--- config.mk ---
export PLATFORM = sky130hd
export DESIGN_NAME = clk_step_ctrl
export DESIGN_NICKNAME = d
export VERILOG_FILES = /design/src/rtl/clk_ctrl_pkg.sv /design/src/rtl/sync_ff.sv /design/src/rtl/clk_step_ctrl.sv
export SDC_FILE = /design/constraint.sdc
export NUM_CORES = 1
export LEC_CHECK = 0
export ABC_AREA = 1
export CAP_MARGIN = 40
export CORE_MARGIN = 10
export CORE_UTILIZATION = 40
export CTS_CLUSTER_DIAMETER = 40
export DETAILED_ROUTE_END_ITERATION = 10
export GPL_ROUTABILITY_DRIVEN = 0
export PLACE_DENSITY = 0.64
export SETUP_SLACK_MARGIN = 0.4
export SKIP_CTS_REPAIR_TIMING = 1
export SLEW_MARGIN = 40
export SYNTH_ARGS = -nofsm -noshare
export SYNTH_HDL_FRONTEND = slang
export SYNTH_SLANG_ARGS = --single-unit
--- constraint.sdc ---
create_clock -name clk -period 6.41 [get_ports clk]
set_clock_uncertainty 0.2 [all_clocks]
set_input_delay 1.282 -clock clk [delete_from_list [all_inputs] [get_ports clk]]
set_output_delay 1.282 -clock clk [all_outputs]
set_load 0.05 [all_outputs]
--- src/rtl/clk_ctrl_pkg.sv ---
// Shared types for the gated-clock run/halt/step controller.
package clk_ctrl_pkg;

  localparam int CNT_W_DEF = 32;

  typedef enum logic [1:0] {
    OP_NOP  = 2'd0,
    OP_HALT = 2'd1,
    OP_RUN  = 2'd2,
    OP_STEP = 2'd3
  } cmd_op_e;

  typedef enum logic [1:0] {
    ST_HALT = 2'd0,
    ST_RUN  = 2'd1,
    ST_STEP = 2'd2,
    ST_JTAG = 2'd3
  } ctrl_state_e;

endpackage

--- src/rtl/sync_ff.sv ---
// Multi-flop synchroniser for a single asynchronous level signal.
module sync_ff #(
  parameter int STAGES = 2
) (
  input  logic clk,
  input  logic rstn,
  input  logic d,
  output logic q
);

  logic [STAGES-1:0] sync_q;

  always_ff @(posedge clk or negedge rstn) begin
    if (!rstn) sync_q <= '0;
    else       sync_q <= {sync_q[STAGES-2:0], d};
  end

  assign q = sync_q[STAGES-1];

endmodule

--- src/rtl/clk_step_ctrl.sv ---
// Run/halt/single-step controller driving the BUFGCE enable of the gated DUT clock.
// Handshake: a command transfers on any rising edge where cmd_valid && cmd_ready;
// cmd_ready never depends on cmd_valid.
module clk_step_ctrl
  import clk_ctrl_pkg::*;
#(
  parameter int CNT_W       = CNT_W_DEF,
  parameter int SYNC_STAGES = 2
) (
  input  logic             clk,
  input  logic             rstn,
  input  logic             jtag_run,
  input  logic             cmd_valid,
  output logic             cmd_ready,
  input  logic [1:0]       cmd_op,
  input  logic [CNT_W-1:0] cmd_count,
  input  logic             bp_en,
  input  logic [CNT_W-1:0] bp_cycle,
  output logic             gate_en,
  output logic [1:0]       state,
  output logic             step_done,
  output logic             bp_hit,
  output logic [CNT_W-1:0] en_cycles
);

  localparam logic [1:0] S_HALT = ST_HALT;
  localparam logic [1:0] S_RUN  = ST_RUN;
  localparam logic [1:0] S_STEP = ST_STEP;
  localparam logic [1:0] S_JTAG = ST_JTAG;

  logic             jr_s;
  logic [1:0]       state_q, state_d;
  logic [CNT_W-1:0] cnt_q, cnt_d;
  logic [CNT_W-1:0] en_cycles_q;
  logic             gate_en_q, gate_en_d;
  logic             step_done_q, step_done_d;
  logic             bp_hit_q, bp_hit_d;
  logic             cmd_acc, step_ok, step_last, bp_stop;

  sync_ff #(.STAGES(SYNC_STAGES)) u_jtag_sync (
    .clk  (clk),
    .rstn (rstn),
    .d    (jtag_run),
    .q    (jr_s)
  );

  assign cmd_ready = rstn & (state_q != S_JTAG);
  assign cmd_acc   = cmd_valid & cmd_ready;
  assign step_ok   = (cmd_op == OP_STEP) && (cmd_count != '0);
  assign step_last = (state_q == S_STEP) && (cnt_q == CNT_W'(1));
  assign bp_stop   = bp_en && gate_en_q && ((state_q == S_RUN) || (state_q == S_STEP)) &&
                     ((en_cycles_q + CNT_W'(1)) == bp_cycle);

  always_comb begin
    state_d     = state_q;
    cnt_d       = cnt_q;
    step_done_d = 1'b0;
    bp_hit_d    = 1'b0;
    case (state_q)
      S_HALT: begin
        if (cmd_acc && cmd_op == OP_RUN) begin
          state_d = S_RUN;
        end else if (cmd_acc && step_ok) begin
          cnt_d   = cmd_count;
          state_d = S_STEP;
        end else if (jr_s) begin
          state_d = S_JTAG;
        end
      end
      S_RUN: begin
        if (cmd_acc && cmd_op == OP_HALT) begin
          state_d = S_HALT;
        end else if (cmd_acc && step_ok) begin
          cnt_d   = cmd_count;
          state_d = S_STEP;
        end
      end
      S_STEP: begin
        cnt_d = cnt_q - CNT_W'(1);
        if (cmd_acc && cmd_op == OP_HALT) begin
          state_d = S_HALT;
        end else if (cmd_acc && cmd_op == OP_RUN) begin
          state_d = S_RUN;
        end else if (cmd_acc && step_ok) begin
          cnt_d = cmd_count;
        end else if (step_last) begin
          state_d     = S_HALT;
          step_done_d = 1'b1;
        end
      end
      S_JTAG: begin
        if (!jr_s) state_d = S_HALT;
      end
      default: state_d = S_HALT;
    endcase
    // A breakpoint overrides whatever command landed in the same cycle.
    if (bp_stop) begin
      state_d     = S_HALT;
      bp_hit_d    = 1'b1;
      step_done_d = step_last;
    end
  end

  assign gate_en_d = (state_d == S_RUN) || (state_d == S_STEP) ||
                     ((state_d == S_JTAG) && jr_s);

  always_ff @(posedge clk or negedge rstn) begin
    if (!rstn) begin
      state_q     <= S_HALT;
      cnt_q       <= '0;
      en_cycles_q <= '0;
      gate_en_q   <= 1'b0;
      step_done_q <= 1'b0;
      bp_hit_q    <= 1'b0;
    end else begin
      state_q     <= state_d;
      cnt_q       <= cnt_d;
      gate_en_q   <= gate_en_d;
      step_done_q <= step_done_d;
      bp_hit_q    <= bp_hit_d;
      if (gate_en_q) en_cycles_q <= en_cycles_q + CNT_W'(1);
    end
  end

  assign gate_en   = gate_en_q;
  assign state     = state_q;
  assign step_done = step_done_q;
  assign bp_hit    = bp_hit_q;
  assign en_cycles = en_cycles_q;

endmodule

# After elaboration in Yosys (flattened, before gate mapping)
# Index checks and enable logic that the tools add are counted.
# totals
mem_count	0
ram_bits	0
latch_bits	0
regBits	71
mem_bits_ro	0
output_inout_bits	38
input_bits	71
# op_classes
div_mod_pow	0
eq_ne	14
mul	0
n_bitwise	2
magnitude_cmp	0
mux	26
shift	0
n_addsub	2
reduce_logical	16
# op_table
cell	count
32-bit 2-to-1 mux	6
32-bit one-hot mux with 3 select lines	1
32-bit by 1-bit adder with 32-bit output (second input constant)	1
32-bit by 1-bit equality test with 1-bit output (second input constant)	1
32-bit equality test	1
32-bit nonzero test	1
32-bit by 1-bit subtractor with 32-bit output (second input constant)	1
2-bit 2-to-1 mux	11
2-bit equality test (second input constant)	6
1-bit logical AND	9
2-bit one-hot mux with 4 select lines	1
1-bit 2-to-1 mux	7
2-bit by 1-bit equality test with 1-bit output (second input constant)	3
2-bit inequality test (second input constant)	3
1-bit logical OR	3
3-bit AND reduction	1
3-bit nonzero test	1
1-bit AND	2
2-bit zero test	1

# Logic depth before layout (Yosys ltp)
# depth
depth_word	12
ltp_mapped	20
ltp_nobuf	19

# By module
# From an unflattened synthesis, not the netlist that was laid out.
# hier_totals
hier_cells	956
hier_area_um2	5848.1
# by_module_without_submodules
module	cells_per_inst	seq_area_each_um2	n_inst	area_each_um2
clk_step_ctrl	954	1726.7	1	5798.1
sync_ff	2	50.0	1	50.0

# Worst setup path after synthesis
# Ideal clock, no wire load.
# synth_path
path_kind	input to register
from	in rstn
to	reg gate_en_q (netlist: gate_en)
required_time_ns	6.092
slack_ns	2.617
cell_stages	13
path_buffers	2
setup_time_ns	0.118
arrival_ns	3.475
cell_sequence	inv_1 > nor2_1 > nand2_1 > nor3_1 > o21ai_0 > buf_2 > buf_2 > o21ai_0 > nand3_1 > nand2_1 > nor2_2 > ha_1 > a21o_1
# synth_between
elab_chain_len	11
elab_cells_between_ends	20
cone_classes	eq/ne: 3; mux: 9; bitwise: 2; reduce/logical: 6
# synth_lines
item	line	rtl
start, declared	clk_step_ctrl.sv:11	input logic rstn,
1-bit AND *	clk_step_ctrl.sv:47	assign cmd_ready = rstn & (state_q != S_JTAG);
net cmd_ready	clk_step_ctrl.sv:14	output logic cmd_ready,
1-bit AND *	clk_step_ctrl.sv:48	assign cmd_acc = cmd_valid & cmd_ready;
1-bit logical AND	clk_step_ctrl.sv:63, clk_step_ctrl.sv:73, clk_step_ctrl.sv:84	
2-bit 2-to-1 mux	clk_step_ctrl.sv:84	end else if (cmd_acc && step_ok) begin
2-bit 2-to-1 mux	clk_step_ctrl.sv:82	end else if (cmd_acc && cmd_op == OP_RUN) begin
2-bit 2-to-1 mux	clk_step_ctrl.sv:80	if (cmd_acc && cmd_op == OP_HALT) begin
2-bit one-hot mux with 4 select lines *	clk_step_ctrl.sv:59	case (state_q)
2-bit 2-to-1 mux *	clk_step_ctrl.sv:97	if (bp_stop) begin
net state_d[0]	clk_step_ctrl.sv:32	logic [1:0] state_q, state_d;
2-bit by 1-bit equality test with 1-bit output, or another cell as far along	clk_step_ctrl.sv:104	assign gate_en_d = (state_d == S_RUN) || (state_d == S_STEP) ||
1-bit logical OR / 1-bit logical AND (equally long branches)	clk_step_ctrl.sv:104, clk_step_ctrl.sv:105	
1-bit logical OR *	clk_step_ctrl.sv:104	
net gate_en_d	clk_step_ctrl.sv:35	logic gate_en_q, gate_en_d;
end signal, assigned	clk_step_ctrl.sv:118	gate_en_q <= gate_en_d;
end, declared	clk_step_ctrl.sv:35	
# The timed path passes the listed nets; every way through them passes the cells marked *.
# A chain may end at the register's enable or synchronous reset.

# Worst setup path after layout
# layout_path
from	in rstn
to	out cmd_ready
# layout_between
elab_chain_len	1
# layout_lines
item	line
1-bit AND	clk_step_ctrl.sv:47
end, declared	clk_step_ctrl.sv:14
# Every way passes these cells.

==> load_flow_metrics.sql <==
INSERT INTO impl_metrics (metric_group, metric, value, unit) VALUES
('synth', 'share_of_the_synthesized_area_in_the_top_cell_type', '31.4', '%'),
('floorplanning', 'fp.coreArea', '13900', 'um^2'),
('critical_path', 'worst_setup_path_start_kind', 'primary input', ''),
('power', 'power.ir.vdd_worst', '0.000197', 'V'),
('grt', 'vias_in_the_first_global_route', '5640', ''),
('route', 'met3_wirelength', '1.51', 'mm'),
('synth', 'yosys_synthesis_warning_count', '0', ''),
('floorplanning', 'design.portCount', '109', ''),
('route', 'ant_nets', '0', ''),
('synth', 'netlist-cell-type-count', '39', ''),
('layout', 'filler_cell_count', '1427', ''),
('synth', 'async_reset_ff_share', '100', '%'),
('floorplanning', 'die_height', '139', 'um'),
('grt', 'antenna_found_initial', '0', ''),
('worst_hold_path', 'worst_hold_path_type', 'reg2reg', ''),
('timing', 'timing_max_transition_violations_final', '0', ''),
('clock_network', 'cts.htree.levels', '3', ''),
('clock_network', 'path_clk_slew', '60', 'ps'),
('grt', 'largest_net_degree_at_the_start_of_global_routing', '49', ''),
('timing', 'worst_slack', '2140', 'ps'),
('synth', 'synthesized_area_divided_by_synthesized_cell_count', '6.40', 'um^2'),
('synth', 'netlist_top_cells_count', 'sky130_fd_sc_hd__nand2_1, sky130_fd_sc_hd__nor2_1, sky130_fd_sc_hd__inv_1', ''),
('timing', 'post-route-min-period', '4270', 'ps'),
('synth', 'synth-main-ff-cell', 'sky130_fd_sc_hd__dfrtp_1', ''),
('synth', 'synthMostInstantiatedCell', 'sky130_fd_sc_hd__nand2_1', ''),
('layout', 'post_layout_cell_count', '1172', ''),
('clock_network', 'maximum_clock_path_buffer_count', '2', ''),
('clock_network', 'cts_inserted_buffers', '9', ''),
('layout', 'drive_above_1_share', '5.85', '%'),
('timing', 'fmax', '0.234', 'GHz'),
('synth', 'post_synth_inst_count', '883', ''),
('route', 'routed.top_layer', 'met4', ''),
('critical_path', 'critical_path_class', 'in2out', ''),
('critical_path', 'required', '4930', 'ps'),
('grt', 'grt_first_pass_wirelength', '29.3', 'mm'),
('placed_design', 'placement.setup.worst_slack', '2110', 'ps'),
('job', 'timing.max_cap.violations', '0', ''),
('timing', 'final_min_period_over_clock_period', '66.6', '%'),
('timing', 'hold_viol_final', '0', ''),
('power', 'power_leakage', '3.15', 'nW'),
('synth', 'number_of_enable_flip_flop_cells_after_synthesis', '0', ''),
('timing', 'grt_setup_unrepaired', 'no', ''),
('placed_design', 'post-dp-hpwl', '14.0', 'mm'),
('timing', 'setup_viol', '0', ''),
('critical_path', 'path_max_fanout', '39', ''),
('clock_network', 'clock_latency', '340', 'ps'),
('critical_path', 'critPathArrivalTime', '2790', 'ps'),
('timing', 'worst_hold_slack', '147', 'ps'),
('placed_design', 'placed_cells', '1156', ''),
('floorplanning', 'die_w', '139', 'um'),
('route', 'vias_per_cell', '5.18', ''),
('synth', 'synth.largest_area_cell', 'sky130_fd_sc_hd__dfrtp_1', ''),
('route', 'avgRoutedWirePerCell', '15.5', 'um'),
('timing', 'slew_headroom', '54.5', '%'),
('route', 'via_count', '6068', ''),
('grt', 'globalRouteOverflowTotal', '0', ''),
('timing', 'max_slew.worst_pin.slew', '680', 'ps'),
('synth', 'post_synth_main_area_contributors', 'sky130_fd_sc_hd__dfrtp_1, sky130_fd_sc_hd__nand2_1, sky130_fd_sc_hd__nor2_1', ''),
('power', 'power_per_cell_area', '293', 'nW/um^2'),
('floorplanning', 'floorplan.initialDensity', '40.7', '%'),
('floorplanning', 'rows', '43', ''),
('synth', 'mappedNetlistNets', '963', ''),
('placed_design', 'portbufs', '108', ''),
('timing', 'timing.setup.tns', '0', 'ps'),
('grt', 'gr-usage-all-layers', '18.3', '%'),
('layout', 'antenna-diode-count', '0', ''),
('layout', 'synthToLayoutAreaGrowth', '27.3', '%'),
('synth', 'synth_sequential_area_ratio', '31.4', '%'),
('route', 'route.final.wire_length', '18.2', 'mm'),
('synth', 'synth.ff_latch_count', '71', ''),
('outcome', 'status', 'finished, final reports clean', ''),
('clock_network', 'clock_sink_count', '71', ''),
('floorplanning', 'design.die.area', '19300', 'um^2'),
('clock_network', 'cts_root_buffer', 'sky130_fd_sc_hd__clkbuf_16', ''),
('synth', 'syn_area', '5650', 'um^2'),
('clock_network', 'tritoncts', 'done', ''),
('layout', 'nNetsFinal', '1067', ''),
('route', 'detail_route.iter0.violations', '531', ''),
('route', 'drc_errors', '0', ''),
('critical_path', 'critical_path.endpoint_type', 'primary output', ''),
('route', 'dr.pass1.iters', '5', ''),
('route', 'met2_length', '8.11', 'mm'),
('route', 'drt-met1-wl', '8.31', 'mm');
==> worst max-delay path, cell delays in order <==
cell                              delay, ps
sky130_fd_sc_hd__buf_4                  420
sky130_fd_sc_hd__inv_1                   90
sky130_fd_sc_hd__nor2_1                 140
sky130_fd_sc_hd__clkdlybuf4s50_1        830
==> state kept, by name, summed over array words and instances (netlist names) <==
name                flops
u_jtag_sync.sync_q      2
cnt_q                  32
gate_en                 1
bp_hit                  1
step_done               1
state                   2
en_cycles              32
==> kinds of logic after synthesis <==
kind of cell / share of synthesized area [%]
and+or+nand+nor: 42.6
buffers and inverters: 8.53
AOI/OAI and AO/OA: 11.7
DFF: 31.4
xor gates and xnor gates: 3.74
adders and majority gates: 1.99
==> metal layers <==
layer	vias to the layer above	global-route usage [%]
met2	216	28.1
li1	3073	-
met4	0	4.72
met5	-	0
met3	23	5.75
met1	2756	24.2
==> layout by cell type (no fill, tap or decap), types with 4 or more instances in the layout <==
| cell | instances |
|---|---|
| sky130_fd_sc_hd__nand2_1 | 272 |
| sky130_fd_sc_hd__clkdlybuf4s50_1 | 107 |
| sky130_fd_sc_hd__nor2_1 | 106 |
| sky130_fd_sc_hd__inv_1 | 103 |
| sky130_fd_sc_hd__nand3_1 | 77 |
| sky130_fd_sc_hd__o21ai_0 | 75 |
| sky130_fd_sc_hd__dfrtp_1 | 71 |
| sky130_fd_sc_hd__nand4_1 | 18 |
| sky130_fd_sc_hd__nand3b_1 | 17 |
| sky130_fd_sc_hd__xor2_1 | 13 |
| sky130_fd_sc_hd__nor2_2 | 12 |
| sky130_fd_sc_hd__o22ai_1 | 11 |
| sky130_fd_sc_hd__nor3_1 | 10 |
| sky130_fd_sc_hd__ha_1 | 9 |
| sky130_fd_sc_hd__clkbuf_16 | 9 |
| sky130_fd_sc_hd__a21oi_1 | 8 |
| sky130_fd_sc_hd__nand2_2 | 8 |
| sky130_fd_sc_hd__o211ai_1 | 6 |
| sky130_fd_sc_hd__nor2_4 | 6 |
| sky130_fd_sc_hd__xnor2_1 | 6 |
| sky130_fd_sc_hd__inv_2 | 4 |
| sky130_fd_sc_hd__nor3_2 | 4 |
| sky130_fd_sc_hd__nor4_1 | 4 |
| sky130_fd_sc_hd__buf_4 | 4 |
==> path summary, 6_finish.rpt <==
check / end / depth (start not counted) / from / slack (ps)
setup / recovery: cmd_ready / 4 / rstn / 2140
hold / removal: u_jtag_sync.sync_q[1] / 0 / u_jtag_sync.sync_q[0] / 150
setup reg to reg: gate_en / 17 / en_cycles[0] / 2950
hold reg to reg: u_jtag_sync.sync_q[1] / 0 / u_jtag_sync.sync_q[0] / 150
max in group asynchronous: en_cycles[29] / 2 / rstn / 4410
min in group asynchronous: cnt_q[26] / 1 / rstn / 710
==> power breakdown <==
group / total (mW) / internal (mW) / switching, mW
sequential: 0.695 / 0.553 / 0.142
clock: 0.507 / 0.310 / 0.196
combinational: 0.903 / 0.315 / 0.588
total: 2.10 / 1.18 / 0.927
==> stage by stage <==
step	total power, mW	util (%)	area, um^2
after floorplan	1.31	-	5650
after CTS	2.11	51.8	7190
after detailed placement	1.60	49.7	6900
final	2.10	51.8	7190
after global placement	1.59	49.7	6900
after global routing	2.26	51.8	7190
==> area by class of cell <==
| cell class | instances | area (um^2) | area share [%] |
|---|---|---|---|
| Multi-Input combinational cell | 687 | 3400 | 47.2 |
| Sequential cell | 71 | 1780 | 24.7 |
| Timing Repair Buffer | 111 | 1100 | 15.3 |
| Inverter | 107 | 402 | 5.58 |
| Clock buffer | 12 | 246 | 3.43 |
| Tap cell | 180 | 225 | 3.13 |
| Clock inverter | 4 | 45.0 | 0.626 |
Note: power is estimated with default switching activity, not from simulation.
